## config.mk

```make
export PLATFORM = sky130hd
export DESIGN_NAME = calc_keypad_scan
export DESIGN_NICKNAME = d
export VERILOG_FILES = /design/src/rtl/calc_keypad_scan.sv
export SDC_FILE = /design/constraint.sdc
export NUM_CORES = 1
export LEC_CHECK = 0
export ABC_CLOCK_PERIOD_IN_PS = 3030
export CAP_MARGIN = 25
export CELL_PAD_IN_SITES_DETAIL_PLACEMENT = 0
export CELL_PAD_IN_SITES_GLOBAL_PLACEMENT = 1
export CORE_MARGIN = 2
export CORE_UTILIZATION = 44
export CTS_BUF_LIST = sky130_fd_sc_hd__clkbuf_4 sky130_fd_sc_hd__clkbuf_8
export DETAILED_ROUTE_END_ITERATION = 7
export PLACE_DENSITY_LB_ADDON = 0.12
export SLEW_MARGIN = 20
export SYNTH_ARGS = -nofsm -noshare
export SYNTH_HDL_FRONTEND = slang
export SYNTH_SLANG_ARGS = --single-unit
export TNS_END_PERCENT = 30
```

## constraint.sdc

```tcl
create_clock -name clock_i -period 3.03 [get_ports clock_i]
set_clock_uncertainty 0.05 [all_clocks]
set_input_delay 0.606 -clock clock_i [delete_from_list [all_inputs] [get_ports clock_i]]
set_output_delay 0.606 -clock clock_i [all_outputs]
set_load 0.005 [all_outputs]
```

## src/rtl/calc_keypad_scan.sv

```systemverilog
// Purpose: scan a 4x4 key matrix and emit one calc_top command code per press.
// Latency: a clean press on the driven column reaches cmd_o within 2 + SCAN_DIV + DEBOUNCE*SCAN_DIV + 1 cycles.
// Backpressure: none; cmd_o is a timed pulse that the consumer must take as it comes.
//
// Ports:
//   clock_i      rising-edge clock for all logic
//   reset_ni     asynchronous active-low reset
//   col_drive_o  one-hot, active-high column strobe
//   row_sense_i  raw row lines from the matrix (asynchronous to clock_i)
//   cmd_o        key code 0..14 while cmd_valid_o is high, 4'b1111 otherwise
//   cmd_valid_o  high while cmd_o carries a key code
//   busy_o       high whenever the scanner is not in SCAN
//
// Build option: define CALC_KEY_REPEAT_EN to re-emit a held key every
// HOLD_CYCLES + REPEAT_CYCLES cycles. Without it, REPEAT_CYCLES and its
// counter do not exist and each press yields exactly one code.
//
// Parameter limits: SCAN_DIV >= 3 (the synchronizer must settle inside a
// column slot), DEBOUNCE >= 1, HOLD_CYCLES >= 1, GAP_CYCLES >= 1.

module calc_keypad_scan #(
    parameter int SCAN_DIV      = 4,
    parameter int DEBOUNCE      = 3,
    parameter int HOLD_CYCLES   = 10,
    parameter int GAP_CYCLES    = 4
`ifdef CALC_KEY_REPEAT_EN
   ,parameter int REPEAT_CYCLES = 64
`endif
) (
    input  logic       clock_i,
    input  logic       reset_ni,
    output logic [3:0] col_drive_o,
    input  logic [3:0] row_sense_i,
    output logic [3:0] cmd_o,
    output logic       cmd_valid_o,
    output logic       busy_o
);

    localparam logic [3:0] CMD_IDLE = 4'b1111;
    localparam logic [3:0] KEY_NONE = 4'd15;

    localparam int DIV_W  = $clog2(SCAN_DIV + 1);
    localparam int DEB_W  = $clog2(DEBOUNCE + 1);
    localparam int HOLD_W = $clog2(HOLD_CYCLES + 1);
    localparam int GAP_W  = $clog2(GAP_CYCLES + 1);

    localparam logic [DIV_W-1:0]  DIV_LAST  = DIV_W'(SCAN_DIV - 1);
    localparam logic [DEB_W-1:0]  DEB_LAST  = DEB_W'(DEBOUNCE - 1);
    localparam logic [HOLD_W-1:0] HOLD_LAST = HOLD_W'(HOLD_CYCLES - 1);
    localparam logic [GAP_W-1:0]  GAP_LAST  = GAP_W'(GAP_CYCLES - 1);

`ifdef CALC_KEY_REPEAT_EN
    localparam int RPT_W = $clog2(REPEAT_CYCLES + 1);
    localparam logic [RPT_W-1:0] RPT_LAST = RPT_W'(REPEAT_CYCLES - 1);
`endif

    typedef enum logic [2:0] {
        ST_SCAN     = 3'd0,
        ST_DEBOUNCE = 3'd1,
        ST_HOLD     = 3'd2,
        ST_RELEASE  = 3'd3,
        ST_GAP      = 3'd4
    } state_e;

    // ------------------------------------------------------------------
    // Registers
    // ------------------------------------------------------------------
    logic [3:0]        sync1_q;
    logic [3:0]        sync2_q;
    logic [DIV_W-1:0]  div_q;
    logic [3:0]        col_drive_q;
    state_e            state_q;
    logic [3:0]        key_q;       // latched key index
    logic [3:0]        pat_q;       // latched row pattern
    logic [DEB_W-1:0]  deb_cnt_q;
    logic [DEB_W-1:0]  rel_cnt_q;
    logic [HOLD_W-1:0] hold_cnt_q;
    logic [GAP_W-1:0]  gap_cnt_q;
    logic [3:0]        cmd_q;
    logic              cmd_valid_q;
    logic              busy_q;
`ifdef CALC_KEY_REPEAT_EN
    logic [RPT_W-1:0]  rpt_cnt_q;
`endif

    // ------------------------------------------------------------------
    // Sample decode
    // ------------------------------------------------------------------
    logic       sample_en;
    logic       row_single;
    logic       key_ok;
    logic       row_clear;
    logic       row_match;
    logic [1:0] row_idx;
    logic [1:0] col_idx;
    logic [3:0] key_idx;
    logic [3:0] col_next;

    // Two-flop synchronizer on the raw row lines.
    always_ff @(posedge clock_i or negedge reset_ni) begin
        if (!reset_ni) begin
            sync1_q <= '0;
            sync2_q <= '0;
        end else begin
            sync1_q <= row_sense_i;
            sync2_q <= sync1_q;
        end
    end

    // Rows are only trusted on the last cycle of a column slot, by which
    // point the synchronizer holds rows belonging to the current column.
    assign sample_en  = (div_q == DIV_LAST);
    assign row_single = $onehot(sync2_q);
    assign row_clear  = (sync2_q == 4'b0000);
    assign row_match  = (sync2_q == pat_q);
    assign col_next   = {col_drive_q[2:0], col_drive_q[3]};

    always_comb begin
        row_idx = 2'd0;
        case (sync2_q)
            4'b0010: row_idx = 2'd1;
            4'b0100: row_idx = 2'd2;
            4'b1000: row_idx = 2'd3;
            default: row_idx = 2'd0;
        endcase
    end

    always_comb begin
        col_idx = 2'd0;
        case (col_drive_q)
            4'b0010: col_idx = 2'd1;
            4'b0100: col_idx = 2'd2;
            4'b1000: col_idx = 2'd3;
            default: col_idx = 2'd0;
        endcase
    end

    assign key_idx = {row_idx, col_idx};
    // Index 15 has no command meaning and is treated exactly like no key.
    assign key_ok  = row_single && (key_idx != KEY_NONE);

    // ------------------------------------------------------------------
    // Scan / debounce / emit state machine
    // ------------------------------------------------------------------
    always_ff @(posedge clock_i or negedge reset_ni) begin
        if (!reset_ni) begin
            state_q     <= ST_SCAN;
            div_q       <= '0;
            col_drive_q <= 4'b0001;
            key_q       <= '0;
            pat_q       <= '0;
            deb_cnt_q   <= '0;
            rel_cnt_q   <= '0;
            hold_cnt_q  <= '0;
            gap_cnt_q   <= '0;
            cmd_q       <= CMD_IDLE;
            cmd_valid_q <= 1'b0;
            busy_q      <= 1'b0;
`ifdef CALC_KEY_REPEAT_EN
            rpt_cnt_q   <= '0;
`endif
        end else begin
            // Slot timer runs in every state so DEBOUNCE and RELEASE keep
            // sampling at the same cadence as SCAN.
            if (sample_en) begin
                div_q <= '0;
            end else begin
                div_q <= div_q + 1'b1;
            end

            case (state_q)
                ST_SCAN: begin
                    if (sample_en) begin
                        if (key_ok) begin
                            key_q     <= key_idx;
                            pat_q     <= sync2_q;
                            deb_cnt_q <= '0;
                            busy_q    <= 1'b1;
                            state_q   <= ST_DEBOUNCE;
                        end else begin
                            col_drive_q <= col_next;
                        end
                    end
                end

                ST_DEBOUNCE: begin
                    if (sample_en) begin
                        if (row_match) begin
                            if (deb_cnt_q == DEB_LAST) begin
                                cmd_q       <= key_q;
                                cmd_valid_q <= 1'b1;
                                hold_cnt_q  <= '0;
                                state_q     <= ST_HOLD;
                            end else begin
                                deb_cnt_q <= deb_cnt_q + 1'b1;
                            end
                        end else begin
                            // A bounce abandons this key and moves on, so a
                            // chattering key cannot starve the other columns.
                            col_drive_q <= col_next;
                            busy_q      <= 1'b0;
                            state_q     <= ST_SCAN;
                        end
                    end
                end

                ST_HOLD: begin
                    if (hold_cnt_q == HOLD_LAST) begin
                        cmd_q       <= CMD_IDLE;
                        cmd_valid_q <= 1'b0;
                        rel_cnt_q   <= '0;
`ifdef CALC_KEY_REPEAT_EN
                        rpt_cnt_q   <= '0;
`endif
                        state_q     <= ST_RELEASE;
                    end else begin
                        hold_cnt_q <= hold_cnt_q + 1'b1;
                    end
                end

                ST_RELEASE: begin
                    if (sample_en) begin
                        if (row_clear) begin
                            if (rel_cnt_q == DEB_LAST) begin
                                gap_cnt_q <= '0;
                                state_q   <= ST_GAP;
                            end else begin
                                rel_cnt_q <= rel_cnt_q + 1'b1;
                            end
                        end else begin
                            rel_cnt_q <= '0;
                        end
                    end
`ifdef CALC_KEY_REPEAT_EN
                    // Any sample that differs from the held key restarts the
                    // repeat interval; a clear sample here also cannot fire a
                    // repeat, so the GAP transition above never collides.
                    if (sample_en && !row_match) begin
                        rpt_cnt_q <= '0;
                    end else if (rpt_cnt_q == RPT_LAST) begin
                        rpt_cnt_q   <= '0;
                        cmd_q       <= key_q;
                        cmd_valid_q <= 1'b1;
                        hold_cnt_q  <= '0;
                        state_q     <= ST_HOLD;
                    end else begin
                        rpt_cnt_q <= rpt_cnt_q + 1'b1;
                    end
`endif
                end

                ST_GAP: begin
                    if (gap_cnt_q == GAP_LAST) begin
                        // Restart the slot so the new column gets a full
                        // settle time before its first sample.
                        div_q       <= '0;
                        col_drive_q <= col_next;
                        busy_q      <= 1'b0;
                        state_q     <= ST_SCAN;
                    end else begin
                        gap_cnt_q <= gap_cnt_q + 1'b1;
                    end
                end

                default: begin
                    cmd_q       <= CMD_IDLE;
                    cmd_valid_q <= 1'b0;
                    busy_q      <= 1'b0;
                    col_drive_q <= 4'b0001;
                    state_q     <= ST_SCAN;
                end
            endcase
        end
    end

    assign col_drive_o = col_drive_q;
    assign cmd_o       = cmd_q;
    assign cmd_valid_o = cmd_valid_q;
    assign busy_o      = busy_q;

endmodule
```

### After elaboration in Yosys (flattened, before gate mapping)

Cells that the tools add are included.
W data, S select, Z words.

* $add $sub $neg: 8
* $mul: 0
* div/mod/pow operators: 0
* magnitude comparators: 0
* eq/ne operators: 35
* shifts and indexed selects: 0
* multiplexer cells: 59
* bitwise logic cells: 2
* reductions and logical operators: 18

Operator list (count)
* $mux W4: 13
* $mux W3: 17
* $ne A2 B2 Y1 const B: 15
* $mux W2: 9
* $reduce_and A6 Y1: 3
* $pmux W4 S4: 1
* $pmux W3 S5: 1
* $reduce_and A5 Y1: 3
* $eq A3 B2 Y1 const B: 4
* $eq A4 B4 Y1 const B: 3
* $pmux W2 S3: 2
* $pmux W4 S3: 1
* $mux W1: 9
* $reduce_and A9 Y1: 1
* $eq A4 B2 Y1 const B: 2
* $eq A4 B3 Y1 const B: 2
* $pmux W2 S2: 2
* $pmux W4 S2: 1
* $reduce_bool A2 Y1: 4
* $add A3 B1 Y3 const B: 2
* $eq A3 B1 Y1 const B: 2
* $ne A3 B3 Y1 const B: 2
* $pmux W3 S2: 1
* $add A1 B1 Y2: 2
* 17 further kinds: 20

* register bits: 43
* latch bits: 0
* bits in writable memories: 0
* ROM bits: 0
* output and inout bits: 10
* memories kept: 0

### Logic depth before layout (Yosys ltp)

Gate-level depths: netlist of the first run.

* word-level depth: 7
* mapped depth: 12
* depth with buffers taken out: 10

### Worst setup path before layout of the first run

OpenSTA, ideal clock, no wires.

* kind: register to register
* from: register sync2_q[3]
* to: register key_q[3]
* setup time: 0.133 ns
* arrival time: 2.717 ns
* data required time: 2.847 ns
* slack: 0.129 ns
* cell stages (with the launch flop): 13
* path buffers: 2
* cell sequence: dfrtp_1 > buf_6 > inv_1 > fa_1 > inv_1 > ha_1 > ha_1 > or3b_2 > a31oi_2 > nand3_1 > buf_2 > nand2_1 > o21ai_0

* cells in the longest elaborated chain, start to end: 5

Ends and longest elaborated chain
* start, declared: line 69 `logic [3:0] sync2_q;`
* start signal, assigned: line 106 `sync2_q <= sync1_q;`
* $add A1 B1 Y2 (implied by the code), or another cell as far along: line 113 `assign row_single = $onehot(sync2_q);`
* $add A2 B2 Y3 (implied by the code) / $pmux W2 S3 (equally long branches): line 113, 120
* $eq A3 B1 Y1 / $ne A4 B4 Y1 (equally long branches): line 113, 140
* $logic_and A1 B1 Y1: line 140 `assign key_ok = row_single && (key_idx != KEY_NONE);`
* $reduce_and A3 Y1 (no source line)
* end signal, assigned: line 175 `key_q <= key_idx;`
* end, declared: line 73 `logic [3:0] key_q;`

Parallel ways exist; a longest one is shown, timed or not.
A chain may end at the register's enable or synchronous reset.

### Final worst setup path of the first run

* from: register sync2_q[1]
* to: register col_drive_q[3], in the netlist col_drive_o[3]

* cells in the longest elaborated chain, start to end: 6

Ends and longest elaborated chain
* $add A1 B1 Y2 (implied by the code), or another cell as far along: line 113
* $add A2 B2 Y3 (implied by the code) / $pmux W2 S3 (equally long branches): line 113, 120
* $eq A3 B1 Y1 / $ne A4 B4 Y1 (equally long branches): line 113, 140
* $logic_and A1 B1 Y1: line 140
* $ne A2 B2 Y1 (no source line)
* $reduce_and A6 Y1 (no source line) (*)
* end signal, assigned: line 181 `col_drive_q <= col_next;`
* end signal, assigned: line 200 `col_drive_q <= col_next;`
* end signal, assigned: line 257 `col_drive_q <= col_next;`
* end, declared: line 71 `logic [3:0] col_drive_q;`

Mark *: on every way between the ends. The rest lies on a longest branch, timed or not.

==> results of run 1 <==
## power breakdown
part | switching (mW) | internal (mW)
clock | 0.193 | 0.186
sequential | 0.129 | 0.686
combinational | 0.232 | 0.248
total | 0.555 | 1.12
## worst max-delay path: stages (launching register included)
cell and delay, ns:
dfrtp_1 0.38, inv_1 0.09, fa_1 0.50, inv_1 0.04, ha_1 0.16, ha_1 0.27, or3b_4 0.42, a31oi_4 0.17
buf_4 0.16, a21oi_1 0.07, o211a_1 0.28, a22o_1 0.18
## layout by cell type (no fill, tap or decap), types with 3 or more instances in the layout
master           count
dfstp_2              5
xor2_1               5
clkbuf_8             6
nand2_1             14
xnor2_1              3
a22o_1               4
a21oi_1              6
ha_1                11
nor2b_1              4
nor2_1               9
mux2_2               5
buf_4               11
o22a_1               4
dfrtp_1             38
o21ai_0              7
nand3_1              7
inv_1               15
nand2b_1             3
and2_1               3
clkdlybuf4s50_1     14
## cell families (layout without fill, tap and decap cells)
logic type / Yosys count / in the layout / share of synthesized area
simple gates: 55 / 55 / 0.153
flops: 43 / 43 / 0.504
mux: 7 / 7 / 0.0355
xor+xnor: 8 / 8 / 0.0326
compound gates: 46 / 46 / 0.158
buf+inv: 22 / 51 / 0.0437
fa+ha+maj: 12 / 12 / 0.0734
## worst max path at each step
stage | startpoint | endpoint | cells past startpoint
2_1_floorplan | sync2_q[3] | key_q[3] | 12
3_3_place_gp | sync2_q[0] | col_drive_o[3] | 11
3_5_place_dp | sync2_q[0] | key_q[0] | 10
4_1_cts | sync2_q[0] | key_q[0] | 10
5_1_grt | sync2_q[1] | col_drive_o[2] | 11
6_report | sync2_q[1] | col_drive_o[3] | 11
## state kept, by name (all words and copies together) (netlist names)
| register | flops |
|---|---|
| busy_o | 1 |
| cmd_o | 4 |
| sync2_q | 4 |
| key_q | 4 |
| gap_cnt_q | 3 |
| state_q | 3 |
| cmd_valid_o | 1 |
| rel_cnt_q | 2 |
| hold_cnt_q | 4 |
| deb_cnt_q | 2 |
| col_drive_o | 4 |
| pat_q | 4 |
| div_q | 3 |
| sync1_q | 4 |
## routing by layer
metal | up-vias | wire length, um | GRT usage
met1 | 756 | 1940 | 0.229
met2 | 41 | 1870 | 0.252
met3 | 9 | 166 | 0.0439
li1 | 750 | - | -
met4 | 0 | 104 | 0.0828
met5 | - | 0 | 0
## timing repair
item,4_1_cts,5_1_grt
gates resized for setup,0,4
setup endpoints to repair,0,9
buffers inserted,0,5
## through the flow
stage / setup WS [ns] / instances
floorplan: 0.129 / 193
global route: 0.0118 / 289
finish: 0.157 / 289
detailed placement: 0.0344 / 275
CTS: 0.0259 / 283
global placement: 0.113 / 275
## layout make-up
type / count / area, sq um / area share
Clock buffer: 6 / 82.6 / 0.0322
Clock inverter: 2 / 16.3 / 0.00635
Inverter: 16 / 60.1 / 0.0234
Multi-Input combinational cell: 128 / 990 / 0.386
Sequential cell: 43 / 1080 / 0.422
Tap cell: 67 / 83.8 / 0.0327
Timing Repair Buffer: 27 / 248 / 0.0967
==> out/qor.csv, run 1 <==
stage,metric,value,unit
run_status,outcome,"complete, no violations",
global_routing,grt_usage,0.169,
clock_network,clk_pin_slew_worst_paths,0.08,ns
sta,timing.hold.ws,0.120,ns
logic_synthesis,synth_top_area_cell,dfrtp_1,
finish,drive_gt1_frac,0.185,
floorplanning,fp-row-count,25,
job,drv_cap,0,
placement,post_dp_cell_area,2390,sq um
drt,wl_per_cell,14.1,um
clock_network,cts.sinks,43,
global_routing,overflow,0,
critical_path,critPathCaptureType,register,
critical_path,r2r_end,col_drive_o[3],
drt,num_vias,1556,
floorplanning,initial_utilization,0.455,
logic_synthesis,ys_top_cells_by_area,"dfrtp_1 44%, ha_1 6.4%, dfstp_2 6.1%",
sta,finalHoldViolations,0,
floorplanning,core-area,4720,sq um
critical_path,path_class,register to register,
floorplanning,die_w,73.9,um
logic_synthesis,synth_top_cells_by_count,"38 x dfrtp_1, 16 x inv_1, 14 x nand2_1, 11 x ha_1, 9 x nor2_1",
sta,worstMarginPinSlew,0.564,ns
drt,drc_errors,0,
global_routing,antenna_found_initial,0,
finish,diodes,0,
hold_path,hp-class,input pin to async pin,
critical_path,reg2regPathDepth,11,
finish,syn_to_final_growth,19.3,%
power_and_ir_drop,ir_drop,0.305,mV
finish,fillers,417,
global_routing,grt_pass1_wl,6.92,mm
critical_path,cp.arrival,3.02,ns
finish,utilization,0.543,
logic_synthesis,yosysWarningCount,0,
logic_synthesis,synth_enable_flop_cells,0,
logic_synthesis,yosysMostFrequentCell,dfrtp_1,
placement,hpwl,2.90,mm
critical_path,crit_fanout,5,
clock_network,cts.htree.levels,2,
floorplanning,dieArea,5450,sq um
finish,nets,239,
drt,post_drt_via_cell_ratio,5.38,
drt,firstDrtPassIters,4,
global_routing,grt_start_max_net_pins,44,
drt,drtIter0Drc,89,
sta,slew_headroom,0.619,
finish,fin_area,2560,sq um
drt,routed_wl,4.08,mm
sta,min_period,2.87,ns
sta,max_freq,348,MHz
placement,place.gp.congestion,0.843,
logic_synthesis,ys_async_sr_fraction,1.00,
logic_synthesis,ys_types,53,
sta,rsz0062_at_grt,no,
sta,tns,0,ns
clock_network,cts_root_buf,clkbuf_8,
logic_synthesis,yosysSeqAreaShare,0.504,
critical_path,required,3.17,ns
logic_synthesis,syn_avg_cell_area,11.1,sq um
sta,post-route-period-util,0.948,
logic_synthesis,synthCells,193,
clock_network,cts_tree,built,
clock_network,clk_latency,0.30,ns
sta,maxSlewViolCount,0,
placement,io_buffer_count,15,
critical_path,ff2ff_setup_slack,0.16,ns
logic_synthesis,synth.top_cell.area_share,0.443,
global_routing,grt_pass1_vias,1490,
critical_path,start_kind,register,
sta,setup_viol,0,
logic_synthesis,syn_nets,211,
power_and_ir_drop,powerDensity,653,nW/um^2
drt,final_antenna_net_count,0,
critical_path,reg2reg_from,sync2_q[1],
clock_network,hold_buffers,0,
logic_synthesis,synth_top_flop_cell,dfrtp_1,
logic_synthesis,ys_seq_elements,43,
clock_network,clockBufferDepth,2,
floorplanning,ios,16,
floorplanning,die_y,73.9,um
power_and_ir_drop,power,1.67,mW
clock_network,cts-buffers-inserted,5,
logic_synthesis,syn_area,2150,sq um
power_and_ir_drop,power.leakage,1.17,nW
Power figures use the tool's default switching activity.
==> run 2: changes to the inputs <==
- RECOVER_POWER: not set -> 50
==> out/qor.csv, run 2 (synthesis results as in run 1) <==
stage,metric,value,unit
finish,syn_to_final_growth,18.5,%
finish,drive_gt1_frac,0.176,
floorplanning,die_w,73.9,um
drt,num_vias,1558,
finish,final_cell_mix,"38 x dfrtp_1, 15 x inv_1, 14 x nand2_1",
global_routing,antenna_found_initial,0,
sta,worstMarginPinSlew,1.72,ns
clock_network,hold_buffers,0,
placement,placedCellCount,275,
hold_path,hp-class,input pin to async pin,
run_status,failed_checks,"max-capacitance violations, max-slew violations",
critical_path,ff2ff_setup_slack,0.16,ns
floorplanning,die_y,73.9,um
power_and_ir_drop,power.leakage,1.16,nW
sta,rsz0062_at_grt,no,
finish,diodes,0,
global_routing,met3_usage,0.0439,
global_routing,grt_busiest_layer,met2,
clock_network,clk_pin_slew_worst_paths,0.08,ns
floorplanning,fp-row-count,25,
global_routing,grt_start_max_net_pins,44,
global_routing,grt_pass1_wl,6.92,mm
global_routing,overflow,0,
power_and_ir_drop,ir_drop,0.305,mV
finish,final_cells,289,
job,drv_cap,1,
critical_path,critPathCaptureType,register,
drt,final_antenna_net_count,0,
floorplanning,dieArea,5450,sq um
critical_path,start_kind,register,
drt,drc_errors,0,
sta,timing.hold.ws,0.214,ns
placement,place.gp.congestion,0.843,
clock_network,cts-buffers-inserted,5,
clock_network,clockBufferDepth,2,
finish,nets,239,
clock_network,cts.sinks,43,
clock_network,cts_root_buf,clkbuf_8,
power_and_ir_drop,powerDensity,656,nW/um^2
global_routing,grt_usage,0.169,
clock_network,cts_tree,built,
finish,fillers,419,
critical_path,crit_fanout,5,
sta,maxSlewViolCount,34,
sta,tns,0,ns
global_routing,grt_pass1_vias,1490,
placement,hpwl,2.90,mm
drt,wl_per_cell,14.1,um
global_routing,grtUsageMet2,0.252,
drt,firstDrtPassIters,4,
placement,io_buffer_count,15,
finish,utilization,0.539,
critical_path,reg2regPathDepth,11,
clock_network,cts.htree.levels,2,
sta,max_freq,348,MHz
floorplanning,core-area,4720,sq um
critical_path,path_class,register to register,
critical_path,reg2reg_from,sync2_q[1],
power_and_ir_drop,power,1.67,mW
sta,setup_viol,0,
sta,post-route-period-util,0.948,
run_status,outcome,"finished, violations left",
drt,drtIter0Drc,89,
clock_network,clk_latency,0.30,ns
sta,finalHoldViolations,0,
drt,routed_wl,4.07,mm
floorplanning,ios,16,
sta,slew_headroom,-0.150,
critical_path,required,3.17,ns
finish,final_common_cell,dfrtp_1,
critical_path,r2r_end,col_drive_o[3],
floorplanning,initial_utilization,0.455,
critical_path,cp.arrival,3.02,ns
global_routing,use_met1,0.229,
sta,min_period,2.87,ns
drt,post_drt_via_cell_ratio,5.39,
[run 2: changes by cell type in the layout (fill, tap and decap cells not counted), sizes merged]
cell / change
clkbuf: +2
buf: -2
clkdlybuf4s50: -1
dlygate4sd3: +1
[run 2: final cells by class]
cell class	instances	area, sq um	area share
clock inverter	2	16.3	0.00639
timing repair buffer	27	230	0.0905
clock buffer	6	82.6	0.0324
sequential	43	1080	0.425
multi-input combinational	128	990	0.389
inverter	16	60.1	0.0236
tap	67	83.8	0.0329
[run 2: through the flow]
step	setup WS, ns	cell area [sq um]
floorplan	0.129	2150
global placement	0.113	2390
detailed placement	0.0344	2390
CTS	0.0259	2490
global route	0.0118	2540
finish	0.157	2540
[run 2: timing repair]
| action | CTS | global route |
|---|---|---|
| endpoints found under the setup margin | 0 | 9 |
| resized for setup | 0 | 4 |
| setup buffers | 0 | 5 |
[run 2: worst max path at each step]
stage | start | end | slack [ns] | depth (start not counted)
global placement | sync2_q[0] | col_drive_o[3] | 0.11 | 11
CTS | sync2_q[0] | key_q[0] | 0.03 | 10
global route | sync2_q[1] | col_drive_o[2] | 0.01 | 11
detailed placement | sync2_q[0] | key_q[0] | 0.03 | 10
floorplan | sync2_q[3] | key_q[3] | 0.13 | 12
finish | sync2_q[1] | col_drive_o[3] | 0.16 | 11
[run 2: worst max-delay path, cell delays in order, from the launching register on]
cell	delay, ns
dfrtp_1	0.38
inv_1	0.09
fa_1	0.50
inv_1	0.04
ha_1	0.16
ha_1	0.27
or3b_4	0.42
a31oi_4	0.17
buf_4	0.16
a21oi_1	0.07
o211a_1	0.28
a22o_1	0.18
[run 2: per-layer routing]
| layer | routed length [um] | share of wire | vias to the layer above |
|---|---|---|---|
| li1 | - | - | 751 |
| met1 | 1930 | 0.47 | 755 |
| met2 | 1870 | 0.46 | 43 |
| met3 | 171 | 0.042 | 9 |
| met4 | 104 | 0.026 | 0 |
| met5 | 0 | 0 | - |
[run 2: where the power goes]
part	switching, mW	internal [mW]
logic	0.232	0.245
clock network	0.193	0.186
registers	0.129	0.686
total	0.554	1.12
==> variant 1, RTL diff (config.mk and constraints of run 1) <==
Reset style: synchronous (`reset_ni`), changed in 2 clocked blocks. Comments in the files are not updated.
--- a/src/rtl/calc_keypad_scan.sv
+++ b/src/rtl/calc_keypad_scan.sv
@@ -99,3 +99,3 @@
     // Two-flop synchronizer on the raw row lines.
-    always_ff @(posedge clock_i or negedge reset_ni) begin
+    always_ff @(posedge clock_i) begin
         if (!reset_ni) begin
@@ -144,3 +144,3 @@
     // ------------------------------------------------------------------
-    always_ff @(posedge clock_i or negedge reset_ni) begin
+    always_ff @(posedge clock_i) begin
         if (!reset_ni) begin
Formal check against the unedited RTL: differs if reset_ni is asserted again (counterexample within 10 cycles, from zero or initial values and one cycle with reset_ni low); with reset_ni held inactive, the same outputs for 10 cycles.
==> variant 1 against run 1 <==
Area after synthesis increased by 0.41%; cell count increased by 9.7%; sequential cell count unchanged; cell area decreased by 2.0%; setup slack improved by 0.11 ns; non-clock buffer count decreased by 4; routed wire length increased by 12%; sequential share of layout area decreased by 8.0 points.
Power is not compared: it rests on default switching activity, and its combinational part moved more than twofold at a synthesized area within 25%.
==> variant 1: results (changes against run 1) <==
status: completed
# fillers: 466 (+12%)
async set-reset flop share out of synthesis: 0 (-1.000)
layout cells sized above 1: 0.1160 (-0.06868)
global-route wire length before repair: 7.810 mm (+13%)
Worst Path Max Fanout: 10 (+5)
Tmin final: 2.759 ns (-0.1140 ns)
Post-CTS Setup Bufs: 0 (unchanged)
Worst path max stage delay: 0.54 ns (+0.04 ns)
Skew-Pair Late Insertion Delay: 0.30 ns (about the same)
flop2flop setup slack: 0.27 ns (+0.11 ns)
Int Power: 887.0 uW
Yosys warning count: 0 (unchanged)
Slew headroom: 0.6369 (+0.01792)
H-tree Lvls: 2 (unchanged)
DP Wirelength: 3.292 mm (+13%)
largest net degree at the start of global routing: 15 (-66%)
hold path depth: 1
root buffer cell: clkbuf_8
register area share after synthesis: 0.3993 (-0.1048)
Lkg Pwr: 0.0009608 uW
Via density: 5.256 (-2.4%)
reg2reg path depth: 11 (unchanged)
Syn Nets: 249 (+18%)
hold slack: 0.3829 ns (+0.2626 ns)
Yosys cell types: 52 (-1.9%)
# nets final: 267 (+12%)
clock buffer depth: 2 (unchanged)
vias in the first global route: 1643 (+10%)
routability cong.: 0.8336 (-1.1%)
clock-pin slew on the worst setup and hold paths: 0.08 ns (about the same)
Overall Global Routing Usage: 0.1892 (+0.01984)
top cells by count, synth: dfxtp_1, nand2_1, nor2_1
antenna fix cells: 0 (unchanged)
final WL: 4.570 mm (+12%)
port bufs: 15 (unchanged)
top cells by area, synth: dfxtp_1, mux2i_1, ha_1
initial antenna violation count: 0 (unchanged)
first-pass iteration count of the detailed router: 4 (unchanged)
critical path's slowest cell: fa_1
Worst EP arrival: 2.91 ns (-0.11 ns)
Max IR drop VDD: 323.1 uV
1st-iter DRT viols: 142 (+60%)
delay-heaviest family, CP: adder cells
# resized after CTS: 0 (unchanged)
HP Class: register to register
CTS Buf Count: 5 (unchanged)
dpl ws: 0.1946 ns (+0.1602 ns)
[variant 1: worst paths after layout]
| path | to | startpoint |
|---|---|---|
| max reg2reg | key_q[0]$_SDFFE_PN0P_ | sync2_q[0]$_SDFF_PN0_ |
| min | div_q[0]$_SDFF_PN0_ | div_q[0]$_SDFF_PN0_ |
| max | key_q[0]$_SDFFE_PN0P_ | sync2_q[0]$_SDFF_PN0_ |
| min reg2reg | div_q[0]$_SDFF_PN0_ | div_q[0]$_SDFF_PN0_ |
[variant 1: final cells by class]
| type | count | area, um2 | share of cell area |
|---|---|---|---|
| multi-input combinational | 162 | 1189 | 0.4731 |
| sequential | 43 | 860.8 | 0.3426 |
| inverter | 14 | 52.55 | 0.02092 |
| clock inverter | 3 | 43.79 | 0.01743 |
| tap | 67 | 83.83 | 0.03337 |
| timing repair buffer | 23 | 214.0 | 0.08516 |
| clock buffer | 5 | 68.82 | 0.02739 |
[variant 1: through the flow]
| step | area, um2 | instances |
|---|---|---|
| global placement | 2391 | 309 |
| detailed placement | 2391 | 309 |
| CTS | 2504 | 317 |
| finish | 2512 | 317 |
| global route | 2512 | 317 |
| floorplan | 2156 | 231 |
[variant 1: kinds of logic after synthesis]
family / after synthesis / share of synthesized area
and+or+nand+nor: 88 / 0.2362
DFF: 43 / 0.3993
AOI/OAI and AO/OA: 40 / 0.1300
buffers and inverters: 26 / 0.05455
muxes: 15 / 0.06964
adders and majority gates: 12 / 0.07313
xor gates and xnor gates: 7 / 0.03715
[variant 1: worst register-to-register path, delay by kind of cell (launching register included)]
family	cells	cell delay, ns
AO/OA/AOI/OAI	2	0.43
adder cells (fa/ha/maj)	3	1.00
buffers and inverters	3	0.34
flip-flops	1	0.38
multiplexers	1	0.19
AND/OR/NAND/NOR	2	0.26
[variant 1: power by group through the flow]
stage	clock [uW]	combinational, uW	sequential (uW)
5_1_grt	489	153	598
3_3_place_gp	0	135	608
4_1_cts	469	135	595
2_1_floorplan	0	100	599
6_report	454	137	595
3_5_place_dp	0	135	608
[variant 1: layer usage]
metal  track usage  routed length, um  up-vias
met5             0                  0        -
met1        0.2502               2203      792
met4       0.09091                106        0
met3       0.04065                102       10
li1              -                  -      846
met2        0.2946               2157       18
==> variant 2, RTL diff (flow settings as in run 1) <==
Without the edit above. Set the parameter `HOLD_CYCLES` to 9 (it was 10).
--- a/src/rtl/calc_keypad_scan.sv
+++ b/src/rtl/calc_keypad_scan.sv
@@ -23,3 +23,3 @@
     parameter int DEBOUNCE      = 3,
-    parameter int HOLD_CYCLES   = 10,
+    parameter int HOLD_CYCLES   = 9,
     parameter int GAP_CYCLES    = 4
Behaviour: same outputs for any inputs over 10 cycles, from zero or initial values and one cycle with reset_ni low; that may be too few to reach the edited logic, so the function may still have changed.
==> variant 2 against run 1 <==
Area after synthesis increased by 0.82%; setup slack got worse by 0.023 ns; core utilization increased by 0.66 points; count of clock-buffer cells in the layout unchanged; cell area increased by 1.2%; non-clock buffer count decreased by 2; routed wire length increased by 4.3%; cell count increased by 0.69%; sequential power increased by 0.6%; total power increased by 4.4%; sequential cell count unchanged; critical path type unchanged; largest cell class unchanged; largest power group unchanged.
==> variant 2: results (changes against run 1) <==
layout cells sized above 1: 0.2054 (+0.02067)
Post-CTS Setup Bufs: 0 (unchanged)
flop2flop setup slack: 0.13 ns (-0.02 ns)
top cells by area, synth: dfrtp_1, ha_1, dfstp_2
register area share after synthesis: 0.5000 (-0.004079)
Layout Cells excl Fill: 291 (+0.69%)
worst slew pin tran: 0.6548 ns (+0.09122 ns)
dpl cell area: 2379 um2 (-0.37%)
# placed instances: 276 (+0.36%)
global-route wire length before repair: 7.127 mm (+3.0%)
Overall Global Routing Usage: 0.1712 (+0.001881)
via count: 1544 (-0.77%)
clock-pin slew on the worst setup and hold paths: 0.08 ns (about the same)
# nets final: 241 (+0.84%)
status: completed
DP Wirelength: 2.960 mm (+2.0%)
dpl ws: -0.09083 ns (-0.1252 ns)
# resized after CTS: 1 (+1)
routability cong.: 0.9188 (+9.0%)
1st-iter DRT viols: 66 (-26%)
wire per inst: 14.63 um (+3.6%)
Lkg Pwr: 0.001171 uW (-0.13%)
top cells by count, synth: dfrtp_1, nand2_1, inv_1
Syn Nets: 216 (+2.4%)
Max IR drop VDD: 298.6 uV (-2.1%)
Worst path max stage delay: 0.50 ns (about the same)
clock buffer depth: 2 (unchanged)
CTS Buf Count: 5 (unchanged)
cell count after synthesis: 198 (+2.6%)
hold slack: 0.2112 ns (+0.09086 ns)
terminus of the critical flop-to-flop path: col_drive_o[1]$_DFFE_PN0P_
==> variant 2: power breakdown <==
group	total, uW	internal [uW]	switching (uW)
logic	473	241	231
clock network	455	267	189
registers	820	686	134
total	1750	1190	554
==> variant 2: logic make-up (layout without fill, tap and decap cells) <==
kind of cell / count (synthesis) / in the layout / synth area share
simple gates: 60 / 60 / 0.1607
buf+inv: 23 / 49 / 0.04509
fa+ha+maj: 12 / 12 / 0.07283
xor+xnor: 8 / 8 / 0.03584
mux: 7 / 7 / 0.03526
flops: 43 / 43 / 0.5000
compound gates: 45 / 45 / 0.1503
==> variant 2: worst max path at each step <==
stage               slack (ns)            startpoint  cells past startpoint                          to
detailed placement       -0.09  sync2_q[0]$_DFF_PN0_                     10        key_q[0]$_DFFE_PN0P_
CTS                      0.002  sync2_q[0]$_DFF_PN0_                     10        key_q[0]$_DFFE_PN0P_
floorplan                 0.13  sync2_q[3]$_DFF_PN0_                     11  col_drive_o[1]$_DFFE_PN0P_
global route            -0.001  sync2_q[1]$_DFF_PN0_                     11  col_drive_o[1]$_DFFE_PN0P_
global placement          0.02  sync2_q[0]$_DFF_PN0_                     10        pat_q[2]$_DFFE_PN0P_
finish                    0.13  sync2_q[1]$_DFF_PN0_                     11  col_drive_o[1]$_DFFE_PN0P_
==> variant 2: final cells by class <==
class	count	area (um2)
sequential	43	1082
timing repair buffer	25	240.2
clock inverter	2	35.03
inverter	16	60.06
fill	403	2130
multi-input combinational	132	1010
clock buffer	6	82.58
tap	67	83.83
==> variant 2: per-layer routing <==
layer  GRT usage  vias to the layer above  share of wire
met2      0.2758                       39           0.49
met4     0.05455                        0          0.015
li1            -                      749              -
met5           0                        -              0
met3     0.04065                        6          0.033
met1      0.2298                      750           0.47
